$ cat config.mk
export PLATFORM = sky130hd
export DESIGN_NAME = plot_sequencer
export DESIGN_NICKNAME = d
export VERILOG_FILES = /design/src/rtl/plot_sequencer.sv
export SDC_FILE = /design/constraint.sdc
export NUM_CORES = 1
export LEC_CHECK = 0
export CAP_MARGIN = 15
export CELL_PAD_IN_SITES_DETAIL_PLACEMENT = 1
export CELL_PAD_IN_SITES_GLOBAL_PLACEMENT = 1
export CORE_MARGIN = 2
export CORE_UTILIZATION = 36
export DETAILED_ROUTE_END_ITERATION = 8
export GPL_ROUTABILITY_DRIVEN = 0
export GPL_TIMING_DRIVEN = 0
export HOLD_SLACK_MARGIN = 0.1
export PLACE_DENSITY_LB_ADDON = 0.1
export SETUP_SLACK_MARGIN = 0.4
export SLEW_MARGIN = 20
export SYNTH_ARGS = -nofsm -noshare
export SYNTH_HDL_FRONTEND = slang
export SYNTH_SLANG_ARGS = --single-unit
export TNS_END_PERCENT = 1
$ cat constraint.sdc
create_clock -name clk -period 2.8 [get_ports clk]
set_input_delay 0.56 -clock clk [delete_from_list [all_inputs] [get_ports clk]]
set_output_delay 0.56 -clock clk [all_outputs]
set_load 0.02 [all_outputs]
$ cat src/rtl/plot_sequencer.sv
// Plot sequencer: parses each expression, sweeps x through the evaluator and emits line segments.
// Optional PLOT_SEQUENCER_AXES_EN: draw the two screen axes on channel FUNC_COUNT before function 0.
module plot_sequencer #(
  parameter int HOR_ACTIVE_PIXELS = 640,
  parameter int VER_ACTIVE_PIXELS = 480,
  parameter int FUNC_COUNT        = 4,
  parameter int X_STEP            = 1,
  localparam int XW = $clog2(HOR_ACTIVE_PIXELS),
  localparam int YW = $clog2(VER_ACTIVE_PIXELS),
  localparam int FW = $clog2(FUNC_COUNT + 1)
) (
  input  logic                  clk,
  input  logic                  rst,
  input  logic                  start,
  input  logic                  abort,
  output logic                  ready,
  output logic                  done,
  output logic [FUNC_COUNT-1:0] errors,
  output logic [FW-1:0]         func_index,
  output logic                  parser_start,
  input  logic                  parser_ready,
  input  logic                  parser_error,
  output logic                  eval_start,
  input  logic                  eval_ready,
  output logic [XW-1:0]         eval_x,
  input  logic [YW-1:0]         eval_y,
  input  logic                  eval_y_valid,
  output logic [XW-1:0]         x1,
  output logic [YW-1:0]         y1,
  output logic [XW-1:0]         x2,
  output logic [YW-1:0]         y2,
  output logic                  line_start,
  input  logic                  line_ready,
  output logic [FW-1:0]         line_channel,
  output logic [3:0]            state_dbg
);

  // Handshake (parser, evaluator, line drawer alike): *_start is high for exactly
  // one cycle in *_GO; the following GUARD cycle ignores *_ready; *_WAIT holds
  // until *_ready==1, and the result inputs are sampled on that same edge.
  typedef enum logic [3:0] {
    S_IDLE, S_PARSE_GO, S_PARSE_GUARD, S_PARSE_WAIT,
    S_EVAL_GO, S_EVAL_GUARD, S_EVAL_WAIT,
    S_LINE_GO, S_LINE_GUARD, S_LINE_WAIT,
    S_ADVANCE, S_NEXT_FUNC, S_DRAIN_GUARD, S_DRAIN
  } state_t;

  typedef enum logic [1:0] {D_PARSER, D_EVAL, D_LINE} drain_t;

  localparam logic [XW:0]   X_LAST  = (XW+1)'(HOR_ACTIVE_PIXELS - 1);
  localparam logic [XW:0]   X_INC   = (XW+1)'(X_STEP);
  localparam logic [FW-1:0] F_LAST  = FW'(FUNC_COUNT - 1);

  state_t          state, state_nxt;
  drain_t          drain_sel, drain_nxt;
  logic [XW-1:0]   prev_x;
  logic [YW-1:0]   prev_y;
  logic            prev_valid;
  logic [XW:0]     x_sum;
  logic [XW-1:0]   x_next;

  logic run_init, err_set, x_init, point_take, seg_load, x_step, func_inc;
  logic axis_second, axis_done;

`ifdef PLOT_SEQUENCER_AXES_EN
  logic axis_phase, axis_sel;
`else
  logic axis_phase;
  assign axis_phase = 1'b0;
`endif

  assign state_dbg = state;
  // Sum is one bit wider so a stride past the edge clamps to the last column.
  assign x_sum  = {1'b0, eval_x} + X_INC;
  assign x_next = (x_sum > X_LAST) ? X_LAST[XW-1:0] : x_sum[XW-1:0];

  always_comb begin
    state_nxt    = state;
    drain_nxt    = drain_sel;
    ready        = 1'b0;
    done         = 1'b0;
    parser_start = 1'b0;
    eval_start   = 1'b0;
    line_start   = 1'b0;
    run_init     = 1'b0;
    err_set      = 1'b0;
    x_init       = 1'b0;
    point_take   = 1'b0;
    seg_load     = 1'b0;
    x_step       = 1'b0;
    func_inc     = 1'b0;
    axis_second  = 1'b0;
    axis_done    = 1'b0;
    case (state)
      S_IDLE: begin
        ready = 1'b1;
        if (start && !abort) begin
          run_init = 1'b1;
`ifdef PLOT_SEQUENCER_AXES_EN
          state_nxt = S_LINE_GO;
`else
          state_nxt = S_PARSE_GO;
`endif
        end
      end
      S_PARSE_GO: begin
        parser_start = 1'b1;
        drain_nxt    = D_PARSER;
        state_nxt    = abort ? S_DRAIN_GUARD : S_PARSE_GUARD;
      end
      S_PARSE_GUARD: begin
        drain_nxt = D_PARSER;
        state_nxt = abort ? S_DRAIN : S_PARSE_WAIT;
      end
      S_PARSE_WAIT: begin
        drain_nxt = D_PARSER;
        if (parser_ready) begin
          if (abort) state_nxt = S_IDLE;
          else if (parser_error) begin
            err_set   = 1'b1;
            state_nxt = S_NEXT_FUNC;
          end else begin
            x_init    = 1'b1;
            state_nxt = S_EVAL_GO;
          end
        end else if (abort) state_nxt = S_DRAIN;
      end
      S_EVAL_GO: begin
        eval_start = 1'b1;
        drain_nxt  = D_EVAL;
        state_nxt  = abort ? S_DRAIN_GUARD : S_EVAL_GUARD;
      end
      S_EVAL_GUARD: begin
        drain_nxt = D_EVAL;
        state_nxt = abort ? S_DRAIN : S_EVAL_WAIT;
      end
      S_EVAL_WAIT: begin
        drain_nxt = D_EVAL;
        if (eval_ready) begin
          if (abort) state_nxt = S_IDLE;
          else begin
            point_take = 1'b1;
            seg_load   = prev_valid && eval_y_valid;
            state_nxt  = (prev_valid && eval_y_valid) ? S_LINE_GO : S_ADVANCE;
          end
        end else if (abort) state_nxt = S_DRAIN;
      end
      S_LINE_GO: begin
        line_start = 1'b1;
        drain_nxt  = D_LINE;
        state_nxt  = abort ? S_DRAIN_GUARD : S_LINE_GUARD;
      end
      S_LINE_GUARD: begin
        drain_nxt = D_LINE;
        state_nxt = abort ? S_DRAIN : S_LINE_WAIT;
      end
      S_LINE_WAIT: begin
        drain_nxt = D_LINE;
        if (line_ready) begin
          if (abort) state_nxt = S_IDLE;
          else if (axis_phase) begin
`ifdef PLOT_SEQUENCER_AXES_EN
            if (!axis_sel) begin
              axis_second = 1'b1;
              state_nxt   = S_LINE_GO;
            end else begin
              axis_done = 1'b1;
              state_nxt = S_PARSE_GO;
            end
`endif
          end else state_nxt = S_ADVANCE;
        end else if (abort) state_nxt = S_DRAIN;
      end
      S_ADVANCE: begin
        if (abort) state_nxt = S_IDLE;
        else if ({1'b0, eval_x} == X_LAST) state_nxt = S_NEXT_FUNC;
        else begin
          x_step    = 1'b1;
          state_nxt = S_EVAL_GO;
        end
      end
      S_NEXT_FUNC: begin
        if (abort) state_nxt = S_IDLE;
        else if (func_index == F_LAST) begin
          done      = 1'b1;
          state_nxt = S_IDLE;
        end else begin
          func_inc  = 1'b1;
          state_nxt = S_PARSE_GO;
        end
      end
      S_DRAIN_GUARD: state_nxt = S_DRAIN;
      S_DRAIN: begin
        case (drain_sel)
          D_PARSER: if (parser_ready) state_nxt = S_IDLE;
          D_EVAL:   if (eval_ready)   state_nxt = S_IDLE;
          default:  if (line_ready)   state_nxt = S_IDLE;
        endcase
      end
      default: state_nxt = S_IDLE;
    endcase
  end

  always_ff @(posedge clk) begin
    if (rst) begin
      state        <= S_IDLE;
      drain_sel    <= D_PARSER;
      errors       <= '0;
      func_index   <= '0;
      eval_x       <= '0;
      prev_x       <= '0;
      prev_y       <= '0;
      prev_valid   <= 1'b0;
      x1           <= '0;
      y1           <= '0;
      x2           <= '0;
      y2           <= '0;
      line_channel <= '0;
`ifdef PLOT_SEQUENCER_AXES_EN
      axis_phase   <= 1'b0;
      axis_sel     <= 1'b0;
`endif
    end else begin
      state     <= state_nxt;
      drain_sel <= drain_nxt;
      if (run_init) begin
        errors     <= '0;
        func_index <= '0;
      end
      if (err_set)  errors <= errors | (FUNC_COUNT'(1) << func_index);
      if (func_inc) func_index <= func_index + 1'b1;
      if (x_init) begin
        eval_x     <= '0;
        prev_valid <= 1'b0;
      end
      if (x_step) eval_x <= x_next;
      if (point_take) begin
        prev_x     <= eval_x;
        prev_y     <= eval_y;
        prev_valid <= eval_y_valid;
      end
      if (seg_load) begin
        x1           <= prev_x;
        y1           <= prev_y;
        x2           <= eval_x;
        y2           <= eval_y;
        line_channel <= func_index;
      end
`ifdef PLOT_SEQUENCER_AXES_EN
      // Horizontal axis first, then the vertical one, both on the spare channel.
      if (run_init) begin
        axis_phase   <= 1'b1;
        axis_sel     <= 1'b0;
        x1           <= '0;
        y1           <= YW'(VER_ACTIVE_PIXELS / 2);
        x2           <= XW'(HOR_ACTIVE_PIXELS - 1);
        y2           <= YW'(VER_ACTIVE_PIXELS / 2);
        line_channel <= FW'(FUNC_COUNT);
      end
      if (axis_second) begin
        axis_sel <= 1'b1;
        x1       <= XW'(HOR_ACTIVE_PIXELS / 2);
        y1       <= '0;
        x2       <= XW'(HOR_ACTIVE_PIXELS / 2);
        y2       <= YW'(VER_ACTIVE_PIXELS - 1);
      end
      if (axis_done) axis_phase <= 1'b0;
`endif
    end
  end

endmodule

Word level (Yosys, flattened, before mapping) --
Index checks and enable logic that the tools add are counted.
Word-level totals: input port bits 18, memories 0, bits in latches 0, logic and storage cells 116, memory bits (writable) 0, memory bits (read-only) 0, bits in registers 84
Cells by class: bitwise operators 1, $add $sub $neg 2, mux-type cells 64, order comparisons 1, equality and inequality tests 20, reduce and logical (&&, ||, !) cells 14, multipliers 0, shifts and indexed selects 1, div/mod/pow operators 0
Operator list (count):
- two-way mux 4 bit | 21
- case mux 4 bit (14 select lines) | 1
- two-way mux 1 bit | 33
- two-way mux 10 bit | 3
- == test 4 bit (second input constant) | 6
- == test 4 x 3 -> 1 bit (second input constant) | 4
- two-way mux 3 bit | 4
- adder 10 x 1 -> 11 bit (second input constant) | 1
- greater-than comparator 11 x 10 -> 1 bit (second input constant) | 1
- == test 10 bit (second input constant) | 1
- OR reduction 3 bit | 3
- == test 4 x 2 -> 1 bit (second input constant) | 2
- case mux 4 bit (2 select lines) | 1
- nonzero test 2 bit | 4
- != test 3 bit (second input constant) | 2
- case mux 2 bit (3 select lines) | 1
- == test 4 x 1 -> 1 bit (second input constant) | 1
- zero test 4 bit | 1
- != test 4 bit (second input constant) | 1
- bitwise OR 4 bit | 1
- AND reduction 4 bit | 1
- left shift 1 x 3 -> 4 bit (first input constant) | 1
- adder 3 x 1 -> 3 bit (second input constant) | 1
- == test 3 x 2 -> 1 bit (second input constant) | 1
- 6 further kinds | 7

Depth between registers and ports, before layout --
word-level depth 6, mapped depth 8, depth with buffers taken out 7

Least setup slack after synthesis --
No wires, ideal clock.
path kind register to output, start point register state[0], in the netlist state_dbg[0], end point output port done, arrival time 1.747 ns, stages on the path, launching flop included 5, required time 2.240 ns, buffers on the path 2, setup slack 0.493 ns, cells stage by stage dfxtp_1 -> clkbuf_1 -> buf_1 -> nand2_1 -> nor4_1
Between the ends: longest elaborated chain between the ends 2
RTL lines:
- from (decl) | RTL line 54 | state_t state, state_nxt;
- from (signal assigned) | RTL line 224 | state <= state_nxt;
- == test 4 bit | RTL line 94 | case (state)
- two-way mux 1 bit | RTL line 94
- to (decl) | RTL line 17 | output logic done,
Every way passes these cells.

Worst setup path in the final report --
start point register state[3], in the netlist state_dbg[3], end point output port done
Same word-level chain as after synthesis.

==> results.sh <==
export IMPL_status="finished clean"
export IMPL_grt_overflow=0
export IMPL_worst_r2r_startpoint="eval_x[1]$_SDFFE_PP0P_"
export IMPL_fin_nets=621
export IMPL_vias=3882
export IMPL_ctsHoldBuffers=0
export IMPL_grt_use_total_pct=22.1
export IMPL_ant_nets=0
export IMPL_cts_setup_buffers=0
export IMPL_syn_nets=526
export IMPL_peakVddDrop_mv=0.424
export IMPL_whs_ns=0.458
export IMPL_ys_seq_area_share_pct=44.1
export IMPL_reg2reg_depth=6
export IMPL_ys_warn_count=0
export IMPL_power_density_nw_per_um2=581
export IMPL_start_kind="flip-flop"
export IMPL_synth_avg_cell_area_sq_um=7.61
export IMPL_grt_max_degree=16
export IMPL_dp_cells=721
export IMPL_met3_usage_pct=3.65
export IMPL_hold_start="y2[7]$_SDFFE_PP0P_"
export IMPL_cts_made_buffers=9
export IMPL_clock_sinks=84
export IMPL_cts_tree="done"
export IMPL_core_area_sq_um=10300
export IMPL_setup_viol=0
export IMPL_worstPathRequired_ns=2.24
export IMPL_drv_slew=0
export IMPL_rsz0062_at_grt="yes"
export IMPL_htree_levels=3
export IMPL_ys_flop_type="dfxtp_1"
export IMPL_min_to="y2[7]$_SDFFE_PP0P_"
export IMPL_cp_end_kind="primary output"
export IMPL_die_width_um=107
export IMPL_hpwl_mm=8.81
export IMPL_io_buffers=84
export IMPL_fin_area_sq_um=5090
export IMPL_root_buffer="clkbuf_8"
export IMPL_clock_path_buffers=2
export IMPL_period_needed_ns=2.44
export IMPL_fmax_mhz=411
export IMPL_drc_errors=0
export IMPL_hold_path_class="flip-flop to flip-flop"
export IMPL_synthesis_area_sq_um=3810
export IMPL_avgRoutedWirePerCell_um=16.5
export IMPL_drtIter0Drc=123
export IMPL_worstSetupPathType="flip-flop to primary output"
export IMPL_routed_via_density=5.27
export IMPL_synth_seq_cells=84
export IMPL_grt_pass1_vias=4031
export IMPL_power_leakage_nw=1.71
export IMPL_drive_gt1_share_pct=7.65
export IMPL_io_pins=85
export IMPL_synthArstFlopShare_pct=0
export IMPL_area_growth_pct=33.4
export IMPL_r2r_end="eval_x[4]$_SDFFE_PP0P_"
export IMPL_grt_pass1_wl_mm=19.9
export IMPL_maxCapViolCount=0
export IMPL_netlist_cell_type_count=58
export IMPL_synth_cells=501
export IMPL_synth_edf_count=0
export IMPL_met2_usage_pct=37.1
export IMPL_relSlewSlack_pct=54.1
export IMPL_critPathMaxFanout=10
export IMPL_num_antenna_cells=0
export IMPL_r2r_slack_ns=0.40
export IMPL_grt_busiest_layer="met2"
export IMPL_rows=37
export IMPL_clkTransAtPathRegs_ns=0.09
export IMPL_grt_use_met1_pct=28.0
export IMPL_dieArea_sq_um=11400
export IMPL_worstPathArrival_ns=1.88
export IMPL_antenna_found_initial=0
export IMPL_place_area_sq_um=4820
export IMPL_wirelength_mm=12.2
export IMPL_worstSkewPairLatency_ns=0.36
export IMPL_fin_crit_sh_pct=87.0
export IMPL_tightestPinTransition_ns=0.688
export IMPL_hold_depth=2
export IMPL_skew_ns=0.00928
export IMPL_instances_no_fill=737
export IMPL_finalHoldViolCount=0
export IMPL_dr_pass1_iters=4
export IMPL_die_h_um=107
export IMPL_start_util_pct=36.9
==> what timing repair did <==
action,in CTS,in global routing
pin swaps,0,0
setup endpoints to repair,6,52
resized for setup,18,5
==> worst max-delay path by stage <==
stage	start	slack (ns)	depth (start not counted)	endpoint
after CTS	state_dbg[3]$_SDFFE_PP0P_	0.27	5	ready
final	state_dbg[3]$_SDFFE_PP0P_	0.36	5	done
after global routing	eval_ready	0.24	7	x1[0]$_SDFFE_PP0P_
after detailed placement	abort	-0.17	4	done
after floorplan	state_dbg[0]$_SDFFE_PP0P_	0.49	4	done
after global placement	abort	-0.16	4	done
==> layer usage <==
| layer | share of wire, % | up-vias |
|---|---|---|
| met5 | 0 | - |
| met4 | 2.1 | 0 |
| met3 | 4.1 | 23 |
| met2 | 48 | 90 |
| met1 | 46 | 1881 |
| li1 | - | 1888 |
==> kinds of logic (layout without fill, tap and decap cells) <==
kind of cell | Yosys count | after routing | synth area share, %
multiplexers | 2 | 2 | 0.525
buffers and inverters | 49 | 149 | 5.12
AND/OR/NAND/NOR | 228 | 228 | 27.6
adder cells (fa/ha/maj) | 7 | 7 | 2.30
XOR/XNOR | 4 | 4 | 1.12
AO/OA/AOI/OAI | 127 | 127 | 19.2
flip-flops | 84 | 84 | 44.1
==> worst max-delay path: stages (launching register included) <==
cell           delay, ns
dfxtp_1             0.36
buf_2               0.26
buf_2               0.26
nand2_1             0.09
nor4_1              0.17
dlygate4sd2_1       0.37
==> through the flow <==
| stage | setup slack (ns) | TNS [ns] | utilization, % | total power, mW |
|---|---|---|---|---|
| floorplan | 0.493 | 0 | - | 1.70 |
| detailed placement | -0.174 | -0.174 | 46.7 | 1.94 |
| global route | 0.240 | 0 | 49.3 | 3.10 |
| finish | 0.364 | 0 | 49.3 | 2.96 |
| global placement | -0.156 | -0.156 | 46.7 | 1.92 |
| CTS | 0.270 | 0 | 49.2 | 2.97 |
==> sequential cells by signal (all words and copies together), names as in the netlist <==
name	count
state_dbg	4
y1	9
line_channel	3
func_index	3
prev_y	9
drain_sel	2
prev_valid	1
x1	10
eval_x	10
x2	10
y2	9
prev_x	10
errors	4
==> layout make-up <==
class	count	area, sq um
timing repair buffer	84	838
fill	1279	5240
buffer	36	165
clock inverter	6	91.3
tap	136	170
inverter	13	48.8
multi-input combinational	368	1950
sequential	84	1680
clock buffer	10	138
==> cell usage after synthesis (2+ instances only) <==
library cell,count,area (sq um)
a311oi_1,2,17.5
nand4_1,5,31.3
and3_1,3,18.8
or2_2,2,12.5
nor3b_1,2,15.0
or3_1,2,12.5
o32ai_1,4,35.0
xnor2_1,2,17.5
a21oi_1,85,425
nor4_1,4,25.0
nor2_1,27,101
ha_1,7,87.6
o21ai_0,10,50.1
o21a_1,2,15.0
dfxtp_1,84,1680
nand3b_1,3,22.5
nand2_1,142,533
a22oi_1,4,30.0
clkbuf_1,28,105
nor3_1,2,10.0
buf_2,5,25.0
a221o_1,2,20.0
nor2b_1,7,43.8
nand3_1,8,40.0
nand2b_1,6,37.5
and4_1,3,26.3
inv_1,13,48.8
mux2i_1,2,20.0
a31oi_1,6,37.5
==> layout by cell type (no fill, tap or decap), types with 3 or more instances in the layout <==
cell and n:
and3_1 3, a31oi_1 6, nand3_1 8, nor2b_1 6, buf_2 7, dlygate4sd2_1 4
o32ai_1 4, inv_6 3, nand3b_1 3, nor2_1 25, clkbuf_4 4, dfxtp_1 83
a22oi_1 4, o21ai_0 10, nand2_1 142, nand4_1 5, clkdlybuf4s50_1 79, inv_1 13
and4_1 3, ha_1 7, clkbuf_8 10, a21oi_1 85, clkbuf_1 22, nand2b_1 6
nor4_1 4
==> power breakdown <==
part	switching (mW)	internal (mW)	leakage [nW]	total, mW
Clock	0.478	0.535	0.118	1.01
Combinational	0.411	0.286	0.918	0.697
Sequential	0.0200	1.23	0.678	1.25
Power figures use the tool's default switching activity.
